**src/rtl/h14tx_period_sched.sv**
```systemverilog
// rtl/h14tx_period_sched.sv - HDMI 1.4 period scheduler: lookahead delay line, video preamble/guard, data-island insertion
// Optional protocol checker on err is built only when H14TX_SCHED_CHECK_EN is defined.
package h14tx_pkg;
    typedef logic [23:0] video_t;
    typedef logic [2:0]  period_t;
    typedef logic [1:0]  ctl_t;

    localparam period_t P_CONTROL     = 3'd0;
    localparam period_t P_VIDEO_PRE   = 3'd1;
    localparam period_t P_VIDEO_GUARD = 3'd2;
    localparam period_t P_VIDEO_ACT   = 3'd3;
    localparam period_t P_DI_PRE      = 3'd4;
    localparam period_t P_DI_GUARD    = 3'd5;
    localparam period_t P_DI_ACT      = 3'd6;
endpackage

module h14tx_period_sched
    import h14tx_pkg::*;
#(
    parameter int Depth = 64
) (
    input  logic       clk,
    input  logic       rst_n,
    input  logic       de_i,
    input  logic       hsync_i,
    input  logic       vsync_i,
    input  video_t     video_i,
    input  logic       island_req,
    output logic       island_ack,
    output logic [4:0] pkt_idx,
    output period_t    period,
    output ctl_t       ctl0,
    output ctl_t       ctl1,
    output ctl_t       ctl2,
    output video_t     video_o,
    output logic       err
);
    localparam logic [2:0] S_IDLE   = 3'd0;
    localparam logic [2:0] S_PRE    = 3'd1;
    localparam logic [2:0] S_LGUARD = 3'd2;
    localparam logic [2:0] S_ACT    = 3'd3;
    localparam logic [2:0] S_TGUARD = 3'd4;

    // Bit 0 of each line is the oldest entry, i.e. the one scheduled next.
    logic [Depth-1:0] de_d;
    logic [Depth-1:0] hs_d;
    logic [Depth-1:0] vs_d;
    video_t           vid_d [Depth];

    logic [2:0] state, state_nxt;
    logic [4:0] beat, beat_nxt;
    logic [3:0] ctl_run;
    period_t    period_nxt;
    logic       vid_act, vid_guard, vid_pre, video_hit;
    logic       window_clear, island_start;

    always_ff @(posedge clk) begin
        if (!rst_n) begin
            de_d <= '0;
            hs_d <= '0;
            vs_d <= '0;
            for (int k = 0; k < Depth; k++) vid_d[k] <= '0;
        end else begin
            de_d <= {de_i, de_d[Depth-1:1]};
            hs_d <= {hsync_i, hs_d[Depth-1:1]};
            vs_d <= {vsync_i, vs_d[Depth-1:1]};
            for (int k = 0; k < Depth - 1; k++) vid_d[k] <= vid_d[k+1];
            vid_d[Depth-1] <= video_i;
        end
    end

    assign vid_act   = de_d[0];
    assign vid_guard = |de_d[2:1];
    assign vid_pre   = |de_d[10:3];
    assign video_hit = vid_act | vid_guard | vid_pre;

    // 44 island cycles + 4 control + 10 video lead-in must all be free.
    assign window_clear = ~|de_d[57:0];
    assign island_start = (state == S_IDLE) && island_req && (ctl_run >= 4'd12) && window_clear;

    always_comb begin
        period_nxt = P_CONTROL;
        if (vid_act)        period_nxt = P_VIDEO_ACT;
        else if (vid_guard) period_nxt = P_VIDEO_GUARD;
        else if (vid_pre)   period_nxt = P_VIDEO_PRE;
        else begin
            case (state)
                S_PRE:    period_nxt = P_DI_PRE;
                S_LGUARD: period_nxt = P_DI_GUARD;
                S_ACT:    period_nxt = P_DI_ACT;
                S_TGUARD: period_nxt = P_DI_GUARD;
                default:  period_nxt = P_CONTROL;
            endcase
        end
    end

    always_comb begin
        state_nxt = state;
        beat_nxt  = beat;
        case (state)
            S_IDLE: begin
                if (island_start) begin
                    state_nxt = S_PRE;
                    beat_nxt  = '0;
                end
            end
            S_PRE: begin
                if (beat == 5'd7) begin
                    state_nxt = S_LGUARD;
                    beat_nxt  = '0;
                end else begin
                    beat_nxt = beat + 5'd1;
                end
            end
            S_LGUARD: begin
                if (beat == 5'd1) begin
                    state_nxt = S_ACT;
                    beat_nxt  = '0;
                end else begin
                    beat_nxt = beat + 5'd1;
                end
            end
            S_ACT: begin
                if (beat == 5'd31) begin
                    state_nxt = S_TGUARD;
                    beat_nxt  = '0;
                end else begin
                    beat_nxt = beat + 5'd1;
                end
            end
            S_TGUARD: begin
                if (beat == 5'd1) begin
                    state_nxt = S_IDLE;
                    beat_nxt  = '0;
                end else begin
                    beat_nxt = beat + 5'd1;
                end
            end
            default: begin
                state_nxt = S_IDLE;
                beat_nxt  = '0;
            end
        endcase
        // Video always wins; an island caught under it is abandoned.
        if (video_hit) begin
            state_nxt = S_IDLE;
            beat_nxt  = '0;
        end
    end

    always_ff @(posedge clk) begin
        if (!rst_n) begin
            state      <= S_IDLE;
            beat       <= '0;
            ctl_run    <= '0;
            period     <= P_CONTROL;
            ctl0       <= '0;
            ctl1       <= '0;
            ctl2       <= '0;
            video_o    <= '0;
            island_ack <= 1'b0;
            pkt_idx    <= '0;
        end else begin
            state <= state_nxt;
            beat  <= beat_nxt;
            if (period_nxt == P_CONTROL) begin
                if (ctl_run != 4'hf) ctl_run <= ctl_run + 4'd1;
            end else begin
                ctl_run <= '0;
            end
            period     <= period_nxt;
            ctl0       <= {vs_d[0], hs_d[0]};
            ctl1       <= ((period_nxt == P_VIDEO_PRE) || (period_nxt == P_DI_PRE)) ? 2'b01 : 2'b00;
            ctl2       <= (period_nxt == P_DI_PRE) ? 2'b01 : 2'b00;
            video_o    <= vid_d[0];
            island_ack <= island_start;
            pkt_idx    <= ((state == S_ACT) && !video_hit) ? beat : 5'd0;
        end
    end

`ifdef H14TX_SCHED_CHECK_EN
    logic [3:0] pre_cnt;
    logic [1:0] guard_cnt;
    logic       va_start, pre_start, err_hit;

    assign va_start  = (period_nxt == P_VIDEO_ACT) && (period != P_VIDEO_ACT);
    assign pre_start = ((period_nxt == P_VIDEO_PRE) && (period != P_VIDEO_PRE)) ||
                       ((period_nxt == P_DI_PRE) && (period != P_DI_PRE));
    assign err_hit   = (va_start && ((guard_cnt < 2'd2) || (pre_cnt < 4'd8))) ||
                       (pre_start && (ctl_run < 4'd4));

    // pre_cnt survives the guard band so it can be judged when active video starts.
    always_ff @(posedge clk) begin
        if (!rst_n) begin
            pre_cnt   <= '0;
            guard_cnt <= '0;
            err       <= 1'b0;
        end else begin
            if (period_nxt == P_VIDEO_PRE) begin
                if (pre_cnt != 4'hf) pre_cnt <= pre_cnt + 4'd1;
            end else if (period_nxt != P_VIDEO_GUARD) begin
                pre_cnt <= '0;
            end
            if (period_nxt == P_VIDEO_GUARD) begin
                if (guard_cnt != 2'd3) guard_cnt <= guard_cnt + 2'd1;
            end else begin
                guard_cnt <= '0;
            end
            if (err_hit) err <= 1'b1;
        end
    end
`else
    assign err = 1'b0;
`endif

endmodule

```
**config.mk**
```make
export PLATFORM = sky130hd
export DESIGN_NAME = h14tx_period_sched
export DESIGN_NICKNAME = d
export VERILOG_FILES = /design/src/rtl/h14tx_period_sched.sv
export SDC_FILE = /design/constraint.sdc
export NUM_CORES = 2
export LEC_CHECK = 0
export CORE_UTILIZATION = 54
export DETAILED_ROUTE_END_ITERATION = 8
export PLACE_DENSITY = 0.7
export SLEW_MARGIN = 20
export SYNTH_ARGS = -nofsm -noshare
export SYNTH_HDL_FRONTEND = slang
export SYNTH_SLANG_ARGS = --single-unit
```
**constraint.sdc**
```tcl
create_clock -name clk -period 2.6 [get_ports clk]
set_input_delay 0.52 -clock clk [delete_from_list [all_inputs] [get_ports clk]]
set_output_delay 0.52 -clock clk [all_outputs]
set_load 0.03 [all_outputs]
```
==> out/results.ini <==
[timing]
worst_pin_slew_ps = 897
skew_ps = 17.4
hold_ws_ps = 143
final-setup-viol-count = 0
hold_viol_final = 0
drv_slew = 0
rsz0062_at_grt = no
slew_headroom_pct = 40.2
tns_ps = 0
max_freq_mhz = 416
finalCritPeriodShare_pct = 92.5
min_period_ps = 2400

[drt]
routedWlPerCell_um = 10.4
drc_errors = 0
ant_nets = 0
wl_um = 53900
routed_via_density = 4.39
dr.pass1.iters = 5
dr_total_vias = 22800
drt_iter0_drc = 948

[critical_path]
slowest_delay_ps = 720
crit_required_ps = 2080
cp-end-kind = output pin
cpMaxStageDelayCell = clkdlybuf4s50_1
worstPathMaxFanout = 1
startpoint_type = register
cp.arrival_ps = 1880
critPathBufInv = 1
crit_type = reg2out
cp_top_family = buffers and inverters
crit_chain = clkdlybuf4s50_1

[final_layout]
syn_to_final_growth_pct = 14.3
fin_nets = 3928
drive_above_1_share_pct = 7.02
fin_area_um2 = 55000
final_util_pct = 62.3
instances_no_fill = 5185

[flow_run]
drv_cap = 0

[synth]
synth_commonest_cells = 1777 x dfxtp_1, 1759 x and2_1, 198 x clkbuf_1, 14 x nor2_1, 12 x nor4_1
async_flop_share_pct = 0
syn_avg_cell_area_um2 = 12.5
synth_area_leader_cell = dfxtp_1
synth_top_area_share_pct = 73.9
synth_top_flop_cell = dfxtp_1
synth_seq_cells = 1777
yosys_warnings = 0
netlist_area_um2 = 48200
synth-edff-count = 0
seq_area_frac_synth_pct = 73.9
synth_cell_types = 52
synth_area_leaders = dfxtp_1 74%, and2_1 23%, clkbuf_1 1.5%, nor4_1 0.16%, nor2_1 0.11%
yosysMostFrequentCell = dfxtp_1
syn-instance-count = 3855

[floorplanning]
design.die.area_um2 = 90400
die_w_um = 301
start_util_pct = 54.5
die_h_um = 301
coreArea_um2 = 88400
num_io_pins = 70
placement_rows = 109

[clock_tree]
clkSinkCount = 1777
htree_num_levels = 4
clock_latency_ps = 720
clk_path_buf_depth = 3
clkTransAtPathRegs_ps = 60
cts_tree = yes
cts_root_buf = clkbuf_16
cts_buffers = 160

[place]
gp_congestion = 0.723
dpl.cell_count = 4897
placed_cell_area_um2 = 49700
dp_hpwl_um = 26900
port_buffers = 66

[pwr]
max-vdd-ir-drop_uv = 687
power_per_cell_area_nw_per_um2 = 925
p_leak_nw = 22.9

[grt]
grt_pass1_wl_um = 94500
antenna_found_initial = 4
grt_overflow = 0
grt_pass1_vias = 21600
grt_max_degree = 304
grt_use_total_pct = 12.4

[worst_hold_path]
hold_class = in2reg

[outcome]
status = finished clean

sequential cells by signal (all words and copies together) (netlist names):
name        count
vid_d        1536
ctl1            1
ctl_run         4
pkt_idx         5
hs_d           64
state           3
ctl0            2
island_ack      1
de_d           64
video_o        24
vs_d           64
period          3
beat            5
ctl2            1
logic make-up after synthesis:
kind of cell / count (synthesis) / synth area share, %
flip-flops: 1777 / 73.9
AO/OA/AOI/OAI: 26 / 0.431
AND/OR/NAND/NOR: 1837 / 23.9
multiplexers: 1 / 0.0208
adder cells (fa/ha/maj): 4 / 0.104
buffers and inverters: 205 / 1.62
XOR/XNOR: 4 / 0.0728
other: 1 / 0.00779
layout make-up:
| type | count | area (µm²) |
|---|---|---|
| Sequential cell | 1777 | 35600 |
| Fill cell | 6865 | 33300 |
| Timing Repair Buffer | 77 | 820 |
| Multi-Input combinational cell | 1875 | 11800 |
| Inverter | 3 | 11.3 |
| Antenna cell | 4 | 10.0 |
| Tap cell | 1165 | 1460 |
| Clock buffer | 233 | 4710 |
| Clock inverter | 51 | 641 |
stage by stage:
| stage | power, mW | setup WS, ps |
|---|---|---|
| floorplan | 28.2 | 949 |
| global placement | 28.4 | 428 |
| detailed placement | 28.4 | 421 |
| CTS | 51.7 | 81.4 |
| global route | 52.9 | 69.3 |
| finish | 50.9 | 196 |
metal layers:
metal	vias up	part of all wire, %	track usage (%)
met5	-	0	0
met4	0	3.7	6.76
met3	145	4.2	3.02
met2	241	45	20.5
met1	10600	48	15.0
li1	11800	-	-
final timing paths:
| kind | cells past startpoint | end | slack, ps | startpoint |
|---|---|---|---|---|
| max | 1 | pkt_idx[4] | 200 | pkt_idx[4] |
| min | 3 | island_ack | 140 | rst_n |
| max reg2reg | 4 | beat[2] | 740 | state[1] |
| min reg2reg | 1 | vs_d[37] | 420 | vs_d[38] |
where the power goes:
part	switching, mW	total (mW)	internal (mW)	leakage [nW]
Sequential	0.0177	27.3	27.3	14.3
Clock	9.32	23.2	13.9	2.65
Combinational	0.297	0.418	0.121	5.93
timing repair:
| item | 4_1_cts | 5_1_grt |
|---|---|---|
| setup buffers | 0 | 0 |
| resized for setup | 4 | 0 |
| setup endpoints to repair | 4 | 0 |
| hold buffers | 0 | 0 |
placed cells by master, fill, tap and decap left out, types with 3 or more instances in the layout:
master | netlist | routed
nand2_1 | 8 | 8
clkbuf_1 | 198 | 33
dlygate4sd2_1 | 0 | 3
dfxtp_1 | 1777 | 1776
clkbuf_8 | 0 | 37
a21oi_1 | 5 | 5
bufinv_16 | 0 | 13
nand3_1 | 9 | 9
clkinv_2 | 0 | 29
nor4_1 | 12 | 12
conb_1 | 1 | 3
and2_1 | 1759 | 1759
buf_12 | 0 | 6
nor2_1 | 14 | 14
nor3_1 | 4 | 4
ha_1 | 4 | 4
nor2b_1 | 3 | 3
buf_4 | 3 | 5
a31oi_1 | 3 | 3
diode_2 | 0 | 4
nand2b_1 | 3 | 3
inv_6 | 0 | 3
inv_1 | 3 | 3
clkdlybuf4s50_1 | 0 | 62
xnor2_1 | 3 | 3
clkbuf_16 | 0 | 163
worst reg2reg max path, delay by kind of cell (launching register included):
family,cells,cell delay [ps]
simple gates,2,590
flops,1,750
compound gates,2,470
No activity file was read; power rests on OpenSTA's default activity.
